## src/rtl/alu_arbiter_pkg.sv

```systemverilog
// Shared types for the two-port ALU arbiter:
// FSM states, ALU control codes, legal-code check.
package alu_arbiter_pkg;

   typedef enum logic [1:0] {
      IDLE = 2'd0,
      EXEC = 2'd1,
      RESP = 2'd2
   } state_t;

   localparam logic [3:0] CTL_AND  = 4'b0000;
   localparam logic [3:0] CTL_OR   = 4'b0001;
   localparam logic [3:0] CTL_ADD  = 4'b0010;
   localparam logic [3:0] CTL_SLL  = 4'b0011;
   localparam logic [3:0] CTL_SRL  = 4'b0100;
   localparam logic [3:0] CTL_SUB  = 4'b0110;
   localparam logic [3:0] CTL_SLT  = 4'b0111;
   localparam logic [3:0] CTL_SLTU = 4'b1011;

   function automatic logic ctl_legal(input logic [3:0] ctl);
      logic ok;
      case (ctl)
         CTL_AND, CTL_OR, CTL_ADD, CTL_SLL,
         CTL_SRL, CTL_SUB, CTL_SLT, CTL_SLTU: ok = 1'b1;
         default:                              ok = 1'b0;
      endcase
      return ok;
   endfunction

endpackage

```

## src/rtl/alu_arbiter_if.sv

```systemverilog
// Request/response bundle between two requesters
// and the ALU arbiter.
interface alu_arbiter_if;

   logic [1:0]         reqValid;
   logic [1:0]         reqReady;
   logic signed [31:0] reqOpA0;
   logic signed [31:0] reqOpA1;
   logic signed [31:0] reqOpB0;
   logic signed [31:0] reqOpB1;
   logic [3:0]         reqCtl0;
   logic [3:0]         reqCtl1;
   logic [4:0]         reqShamt0;
   logic [4:0]         reqShamt1;
   logic               respValid;
   logic               respReady;
   logic               respId;
   logic [31:0]        respResult;
   logic               respZero;
   logic               respIllegal;

   modport master (
      output reqValid, reqOpA0, reqOpA1, reqOpB0, reqOpB1,
      output reqCtl0, reqCtl1, reqShamt0, reqShamt1,
      output respReady,
      input  reqReady,
      input  respValid, respId, respResult, respZero, respIllegal
   );

   modport slave (
      input  reqValid, reqOpA0, reqOpA1, reqOpB0, reqOpB1,
      input  reqCtl0, reqCtl1, reqShamt0, reqShamt1,
      input  respReady,
      output reqReady,
      output respValid, respId, respResult, respZero, respIllegal
   );

endinterface

```

## src/rtl/alu_arbiter_alu.sv

```systemverilog
// Team ALU: combinational, 32-bit, eight ops.
// Shifts act on B; zero flags A == B for every op.
module alu_arbiter_alu
   import alu_arbiter_pkg::*;
(
   input  logic signed [31:0] a,
   input  logic signed [31:0] b,
   input  logic [3:0]         ctl,
   input  logic [4:0]         shamt,
   output logic [31:0]        result,
   output logic               zero,
   output logic               illegal
);

   // Operation select; unknown codes yield zero.
   always_comb begin
      result = '0;
      case (ctl)
         CTL_AND:  result = a & b;
         CTL_OR:   result = a | b;
         CTL_ADD:  result = a + b;
         CTL_SUB:  result = a - b;
         CTL_SLT:  result = {31'd0, a < b};
         CTL_SLTU: result = {31'd0, $unsigned(a) < $unsigned(b)};
         CTL_SLL:  result = $unsigned(b) << shamt;
         CTL_SRL:  result = $unsigned(b) >> shamt;
         default:  result = '0;
      endcase
   end

   assign zero    = (a == b);
   assign illegal = !ctl_legal(ctl);

endmodule

```

## src/rtl/alu_arbiter.sv

```systemverilog
// Two-requester front end to one shared ALU.
// Accept -> EXEC -> RESP, one op in flight at a time.
module alu_arbiter
   import alu_arbiter_pkg::*;
#(
   parameter int FIXED_PRIORITY = 0
) (
   input logic          clk,
   input logic          rst_n,
   alu_arbiter_if.slave bus
);

   state_t             state;
   logic               last_grant;
   logic               win;
   logic               any_req;
   logic [1:0]         grant;

   logic signed [31:0] lat_a;
   logic signed [31:0] lat_b;
   logic [3:0]         lat_ctl;
   logic [4:0]         lat_shamt;
   logic               lat_id;

   logic [31:0]        alu_res;
   logic               alu_zero;
   logic               alu_ill;

   logic               r_valid;
   logic               r_id;
   logic [31:0]        r_result;
   logic               r_zero;
   logic               r_ill;

   assign any_req = |bus.reqValid;

   // Winner pick: fixed favours 0, else alternate on contention.
   always_comb begin
      win = 1'b0;
      if (FIXED_PRIORITY != 0)
         win = ~bus.reqValid[0];
      else if (&bus.reqValid)
         win = ~last_grant;
      else
         win = bus.reqValid[1];
   end

   assign grant = (rst_n && state == IDLE && any_req)
                ? (win ? 2'b10 : 2'b01) : 2'b00;

   assign bus.reqReady    = grant;
   assign bus.respValid   = r_valid;
   assign bus.respId      = r_id;
   assign bus.respResult  = r_result;
   assign bus.respZero    = r_zero;
   assign bus.respIllegal = r_ill;

   alu_arbiter_alu u_alu (
      .a       (lat_a),
      .b       (lat_b),
      .ctl     (lat_ctl),
      .shamt   (lat_shamt),
      .result  (alu_res),
      .zero    (alu_zero),
      .illegal (alu_ill)
   );

   // Control FSM with latched operands and registered response.
   always_ff @(posedge clk or negedge rst_n) begin
      if (!rst_n) begin
         state      <= IDLE;
         last_grant <= 1'b1;
         lat_a      <= '0;
         lat_b      <= '0;
         lat_ctl    <= '0;
         lat_shamt  <= '0;
         lat_id     <= 1'b0;
         r_valid    <= 1'b0;
         r_id       <= 1'b0;
         r_result   <= '0;
         r_zero     <= 1'b0;
         r_ill      <= 1'b0;
      end else begin
         case (state)
            IDLE: begin
               if (any_req) begin
                  lat_a      <= win ? bus.reqOpA1 : bus.reqOpA0;
                  lat_b      <= win ? bus.reqOpB1 : bus.reqOpB0;
                  lat_ctl    <= win ? bus.reqCtl1 : bus.reqCtl0;
                  lat_shamt  <= win ? bus.reqShamt1 : bus.reqShamt0;
                  lat_id     <= win;
                  last_grant <= win;
                  state      <= EXEC;
               end
            end
            EXEC: begin
               r_result <= alu_res;
               r_zero   <= alu_zero;
               r_ill    <= alu_ill;
               r_id     <= lat_id;
               r_valid  <= 1'b1;
               state    <= RESP;
            end
            RESP: begin
               if (bus.respReady) begin
                  r_valid <= 1'b0;
                  state   <= IDLE;
               end
            end
            default: state <= IDLE;
         endcase
      end
   end

endmodule

```

## src/flat_wrapper.sv

```systemverilog
// flat-port wrapper written by rule: the top's interface ports become plain ports
module alu_arbiter_flat import alu_arbiter_pkg::*;
#(
   parameter int FIXED_PRIORITY = 0
)
  (clk, rst_n, bus_reqValid, bus_reqOpA0, bus_reqOpA1, bus_reqOpB0, bus_reqOpB1, bus_reqCtl0, bus_reqCtl1, bus_reqShamt0, bus_reqShamt1, bus_respReady, bus_reqReady, bus_respValid, bus_respId, bus_respResult, bus_respZero, bus_respIllegal);
  alu_arbiter_if bus_i ();
  input logic clk;
  input logic rst_n;
  input wire logic [$bits(bus_i.reqValid)-1:0] bus_reqValid;
  input wire logic [$bits(bus_i.reqOpA0)-1:0] bus_reqOpA0;
  input wire logic [$bits(bus_i.reqOpA1)-1:0] bus_reqOpA1;
  input wire logic [$bits(bus_i.reqOpB0)-1:0] bus_reqOpB0;
  input wire logic [$bits(bus_i.reqOpB1)-1:0] bus_reqOpB1;
  input wire logic [$bits(bus_i.reqCtl0)-1:0] bus_reqCtl0;
  input wire logic [$bits(bus_i.reqCtl1)-1:0] bus_reqCtl1;
  input wire logic [$bits(bus_i.reqShamt0)-1:0] bus_reqShamt0;
  input wire logic [$bits(bus_i.reqShamt1)-1:0] bus_reqShamt1;
  input wire logic [$bits(bus_i.respReady)-1:0] bus_respReady;
  output wire logic [$bits(bus_i.reqReady)-1:0] bus_reqReady;
  output wire logic [$bits(bus_i.respValid)-1:0] bus_respValid;
  output wire logic [$bits(bus_i.respId)-1:0] bus_respId;
  output wire logic [$bits(bus_i.respResult)-1:0] bus_respResult;
  output wire logic [$bits(bus_i.respZero)-1:0] bus_respZero;
  output wire logic [$bits(bus_i.respIllegal)-1:0] bus_respIllegal;
  assign bus_i.reqValid = bus_reqValid;
  assign bus_i.reqOpA0 = bus_reqOpA0;
  assign bus_i.reqOpA1 = bus_reqOpA1;
  assign bus_i.reqOpB0 = bus_reqOpB0;
  assign bus_i.reqOpB1 = bus_reqOpB1;
  assign bus_i.reqCtl0 = bus_reqCtl0;
  assign bus_i.reqCtl1 = bus_reqCtl1;
  assign bus_i.reqShamt0 = bus_reqShamt0;
  assign bus_i.reqShamt1 = bus_reqShamt1;
  assign bus_i.respReady = bus_respReady;
  assign bus_reqReady = bus_i.reqReady;
  assign bus_respValid = bus_i.respValid;
  assign bus_respId = bus_i.respId;
  assign bus_respResult = bus_i.respResult;
  assign bus_respZero = bus_i.respZero;
  assign bus_respIllegal = bus_i.respIllegal;
  alu_arbiter #(.FIXED_PRIORITY(FIXED_PRIORITY)) u_core (.clk(clk), .rst_n(rst_n), .bus(bus_i));
endmodule
```

## config.mk

```make
export PLATFORM = sky130hd
export DESIGN_NAME = alu_arbiter_flat
export DESIGN_NICKNAME = d
export VERILOG_FILES = /design/src/rtl/alu_arbiter_pkg.sv /design/src/rtl/alu_arbiter_if.sv /design/src/rtl/alu_arbiter_alu.sv /design/src/rtl/alu_arbiter.sv /design/src/flat_wrapper.sv
export SDC_FILE = /design/constraint.sdc
export NUM_CORES = 1
export LEC_CHECK = 0
export CAP_MARGIN = 30
export CORE_MARGIN = 4
export CORE_UTILIZATION = 45
export CTS_CLUSTER_DIAMETER = 40
export DETAILED_ROUTE_END_ITERATION = 7
export GPL_ROUTABILITY_DRIVEN = 0
export GPL_TIMING_DRIVEN = 0
export PLACE_DENSITY = 0.68
export SLEW_MARGIN = 20
export SYNTH_ARGS = -nofsm -noshare
export SYNTH_HDL_FRONTEND = slang
export SYNTH_HIERARCHICAL = 1
export SYNTH_SLANG_ARGS = --single-unit
export TNS_END_PERCENT = 5
```

## constraint.sdc

```tcl
create_clock -name clk -period 5.52 [get_ports clk]
set_input_delay 0.828 -clock clk [delete_from_list [all_inputs] [get_ports clk]]
set_output_delay 0.828 -clock clk [all_outputs]
set_load 0.1 [all_outputs]
```

======== After elaboration in Yosys (flattened, before gate mapping) ========
Memory sizes are Yosys's and may differ from the RTL's.
Cells that the tools add are included.
operators by class
  $add $sub $neg .......................... 2
  magnitude comparators ................... 2
  eq/ne operators ......................... 12
  shifts and indexed selects .............. 2
  mux-type cells .......................... 13
  bitwise logic cells ..................... 3
  reductions and logical operators ........ 11
operator list
  kind                  number
  $pmux W32 S8          1
  $lt A32 B32 Y1        2
  $mux W32              2
  $add A32 B32 Y32      1
  $and A32 B32 Y32      1
  $eq A32 B32 Y1        1
  $or A32 B32 Y32       1
  $shl A32 B5 Y32       1
  $shr A32 B5 Y32       1
  $sub A32 B32 Y32      1
  $eq A4 B3 Y1 const B  3
  $eq A4 B2 Y1 const B  2
  $mux W2               4
  $reduce_and A2 Y1     4
  $pmux W2 S3           1
  $mux W5               1
  $eq A4 B1 Y1 const B  1
  $eq A4 B4 Y1 const B  1
  $logic_not A4 Y1      1
  $mux W4               1
  $eq A2 B1 Y1 const B  1
  $eq A2 B2 Y1 const B  1
  $logic_and A1 B1 Y1   2
  $logic_not A2 Y1      1
  8 further kinds       9
storage, ports and cells
  bits in registers ....................... 113
  ROM bits ................................ 16
  bits of input ports ..................... 151
  output and inout bits ................... 38
  memories ................................ 1
memory list
  name              words  width  read ports  clocked after memory_dff  write ports  RTL line               RTL
  (name not given)  16     1      1           0                         0            alu_arbiter_pkg.sv:22  case (ctl)

======== Logic depth before layout (Yosys ltp) ========
  depth after elaboration ................. 4
  mapped depth ............................ 13

======== Modules after synthesis ========
The synthesis kept the hierarchy.
modules (own cells, without submodules)
  module           times used  cells each  area an instance (µm²)
  alu_arbiter_alu  1           1123        7777.5
  alu_arbiter      1           329         5526.6

======== Least setup slack after synthesis ========
No wires, ideal clock.
  kind .................................... register to register
  start ................................... reg u_core.lat_b[0]
  end ..................................... reg u_core.r_result[30] (netlist: u_core/bus.respResult[30])
  arrival time ............................ 3.029 ns
  required time ........................... 5.395 ns
  setup slack ............................. 2.366 ns
  stages on the path, launching flop included .. 13
  cells stage by stage .................... dfrtp_1 -> ha_1 -> fa_1 -> a211o_1 -> a2111oi_2 -> o21ai_1 -> a21o_1 -> a31oi_1 -> o22ai_1 -> a211oi_1 -> xor2_1 -> o211ai_1 -> mux2_2
on the way
  cells in the longest elaborated chain, start to end .. 2
RTL lines
  what                                            RTL line               RTL
  from (decl)                                     alu_arbiter.sv:20      logic signed [31:0] lat_b;
  from (signal assigned)                          alu_arbiter.sv:88      lat_b <= win ? bus.reqOpB1 : bus.reqOpB0;
  $sub A32 B32 Y32, or another cell as far along  alu_arbiter_alu.sv:22  CTL_SUB: result = a - b;
  $pmux W32 S8 *                                  alu_arbiter_alu.sv:18  case (ctl)
  net u_core.alu_res[30]                          alu_arbiter.sv:25      logic [31:0] alu_res;
  to (signal assigned)                            alu_arbiter.sv:97      r_result <= alu_res;
  to (decl)                                       alu_arbiter.sv:31      logic [31:0] r_result;
The timed path passes the listed nets; every way through them passes the cells marked *.
A chain may end at the register's enable or synchronous reset.

======== Worst setup path after layout ========
  start ................................... in bus_reqValid[0]
  end ..................................... out bus_reqReady[1]
on the way
  cells in the longest elaborated chain, start to end .. 4
RTL lines
  what               RTL line            RTL
  from (decl)        flat_wrapper.sv:10  input wire logic [$bits(bus_i.reqValid)-1:0] bus_reqValid;
  $reduce_and A2 Y1  alu_arbiter.sv:42   else if (&bus.reqValid)
  $mux W1            alu_arbiter.sv:42
  $mux W2            alu_arbiter.sv:49   ? (win ? 2'b10 : 2'b01) : 2'b00;
  $mux W2 *          alu_arbiter.sv:49
  to (decl)          flat_wrapper.sv:20  output wire logic [$bits(bus_i.reqReady)-1:0] bus_reqReady;
Mark *: on every way between the ends. The rest lies on a longest branch, timed or not.

==> metrics.txt <==
status finished clean; drt total wl 47,800 um; Clock Tree Root clkbuf_16; Clock Latency Late Sink 0.43 ns; flop2flop setup slack 1.34 ns; largest family of logic cells by synthesized area multiplexers; Seq. cell area 2830 sq um; fin crit period 4.75 ns; CP Data Arrival Time 3.92 ns; Reg-to-Reg Start u_core/lat_b[5]; Main synth FF type dfrtp_1; worst min-delay path category input pin to asynchronous set/reset pin; via/cell ratio 6.28; first-pass GRT wire length 72,800 um; # rows 62; CP max-delay cell clkdlybuf4s50_1; number of buffers created by CTS 17; critical path's top delay family buffers and inverters; Met3 Wirelength 6150 um; max layer used met4; initial DRC count 2,120; fmax 0.210 GHz; fraction of synthesized cell area in xor and xnor cells 0.0178; Die H 180 um; post-CTS sizing 0; Vias 12,930; Max-Cap Viols 0; Fin. Hold Viols 0; layout cells sized above 1 0.189; WP buf/inv 4; RSZ-0062 raised after global routing no; Post-Syn Nets 1,701; First-pass DRT Iterations 7; slew margin rel. 0.324; endpoint type of the worst setup path primary output; die width 180 um; CTS Buffer Depth 2; R2R cell count 13; # fillers 2,566; commonest non-fill, non-tap cell in the layout clkdlybuf4s50_1; area of the multi-input gates 9550 sq um; startpoint type of the worst setup path input pin; # port buffers 188; Required @ worst endpoint 4.69 ns; total gr overflow 0; Final setup viols 0; Area Overhead vs Synth 22.8%; global-route usage over all layers 0.281; top cells by area, synth dfrtp_1 (21%), mux2_4 (12%), mux2i_1 (9.3%); Avg Cell Area, Syn 9.16 sq um; Worst Skew 0.0107 ns; H-tree depth 4; mux share of post-synthesis cell area 0.313; Post-synth EDFFs 0; post-synthesis compound-gate area fraction 0.187; DR WL met2 20,400 um; die area 32,400 sq um; CP most frequent cell clkdlybuf4s50_1; Yosys cell types 73; initial antenna violation count 0; Yosys warnings 6; number of global-route vias before repair 12,212; Synth top area share 0.211; Core Region 28,900 sq um; CTS sink cnt 113; flops & latches, synth 113; Synth area leader dfrtp_1; post-DP HPWL 38,200 um; slowest stage delay, CP 1.13 ns; synthesized netlist cell count 1,452; # IOs 189; largest net degree at the start of global routing 60; synthesized cell area 13,300 sq um; antenna cells 0; fin crit share 0.861; commonest non-fill, non-tap cells in the layout clkdlybuf4s50_1 (187), mux2i_1 (124), nor2_1 (118); Hold-fix buffers, CTS 0; Final ANT Viol Nets 0; postcts setup bufs 0; Crit Path Class input pin to primary output; CTS tree built; WL/cell 23.2 um; Slew Viols, Final 0; CP cell instances clkdlybuf4s50_1 -> nor2_1 -> nor3_2 -> buf_2 -> buf_4 -> and3_1 -> clkdlybuf4s50_1; Worst Path Max Fanout 10; Synth async-reset ratio 1.00; Met1 Wirelength 19,000 um; sequential fraction of the synthesis area 0.213; Adder-Cell Fraction of Synth Area 0.0933; Simple-Gate Fraction of Synth Area 0.106; CTS clk-pin slew, worst paths 0.06 ns; Starting Density 0.460; r2r endpoint u_core/bus.respResult[30]; worst-margin pin slew 1.01 ns; Final Cell Area 16,300 sq um; area post-placement 15,700 sq um; Residual DRC 0; nets@finish 1,910
## flip-flops by register name, indices dropped and copies added, names as in the netlist
name                    cells
u_core/bus.respResult      32
u_core/lat_shamt            5
u_core/bus.respValid        1
u_core/bus.respIllegal      1
u_core/last_grant           1
u_core/lat_ctl              4
u_core/bus.respZero         1
u_core/lat_a               32
u_core/state                2
u_core/bus.respId           1
u_core/lat_id               1
u_core/lat_b               32
## per-stage QoR
step                cells  hold WS, ns  utilization  worst slack, ns  setup TNS, ns
CTS                  2057        0.379        0.565            0.704              0
detailed placement   2025        0.496        0.542            0.719              0
global placement     2024        0.482        0.541            -2.10         -87.72
global route         2058        0.406        0.565            0.685              0
finish               2058        0.357        0.565            0.769              0
floorplan            1452        0.475            -             2.37              0
## cell families (layout without fill, tap and decap cells)
kind of cell,Yosys count,after routing
AND/OR/NAND/NOR,303,303
flip-flops,113,113
AO/OA/AOI/OAI,380,380
buffers and inverters,201,423
adder cells (fa/ha/maj),98,98
XOR/XNOR,27,27
multiplexers,330,330
## layout make-up
class,count,share of cell area
plain buffers,94,0.0323
clock buffers,18,0.0269
clock inverters,14,0.0123
inverters,107,0.0246
multi-input cells,1138,0.584
flip-flops and latches,113,0.173
well taps,384,0.0294
repair buffers,190,0.117
## worst max path at each step
| stage | slack [ns] | start | to | cells past startpoint |
|---|---|---|---|---|
| final | 0.77 | bus_reqValid[0] | bus_reqReady[1] | 7 |
| after global routing | 0.69 | bus_reqValid[0] | bus_reqReady[1] | 7 |
| after CTS | 0.70 | bus_reqValid[0] | bus_reqReady[1] | 7 |
| after detailed placement | 0.72 | bus_reqValid[0] | bus_reqReady[1] | 7 |
| after global placement | -2.10 | rst_n | bus_reqReady[1] | 3 |
| after floorplan | 2.37 | u_core/lat_b[0] | u_core/bus.respResult[30] | 12 |
## layer usage
metal	vias up	track usage
li1	5721	-
met1	6035	0.379
met2	1005	0.432
met3	169	0.0786
met4	0	0.105
met5	-	0
## Yosys cell counts (6+ instances only)
master,number
nand4_1,12
o22ai_1,7
o21a_1,6
mux4_2,17
buf_2,35
a21o_1,19
o221ai_1,12
clkbuf_1,29
o21ai_0,87
o31ai_1,7
nor2b_1,14
and2_1,8
ha_1,96
mux2_4,109
xnor2_1,26
mux2_2,80
inv_1,105
nand3_1,18
o21bai_1,10
nand2_1,65
dfrtp_1,112
buf_1,9
a21oi_1,96
nor4_1,7
a31oi_1,13
o211ai_1,31
nor2_1,118
nor3_1,20
a221oi_1,22
nand2b_1,15
mux2i_1,124
buf_6,14
a211oi_1,10
a211o_1,6
buf_4,7
a22oi_1,14
Power is left out: the tool's default activity adds up to more than one toggle a clock period on the data nets, which glitch-free logic cannot reach.
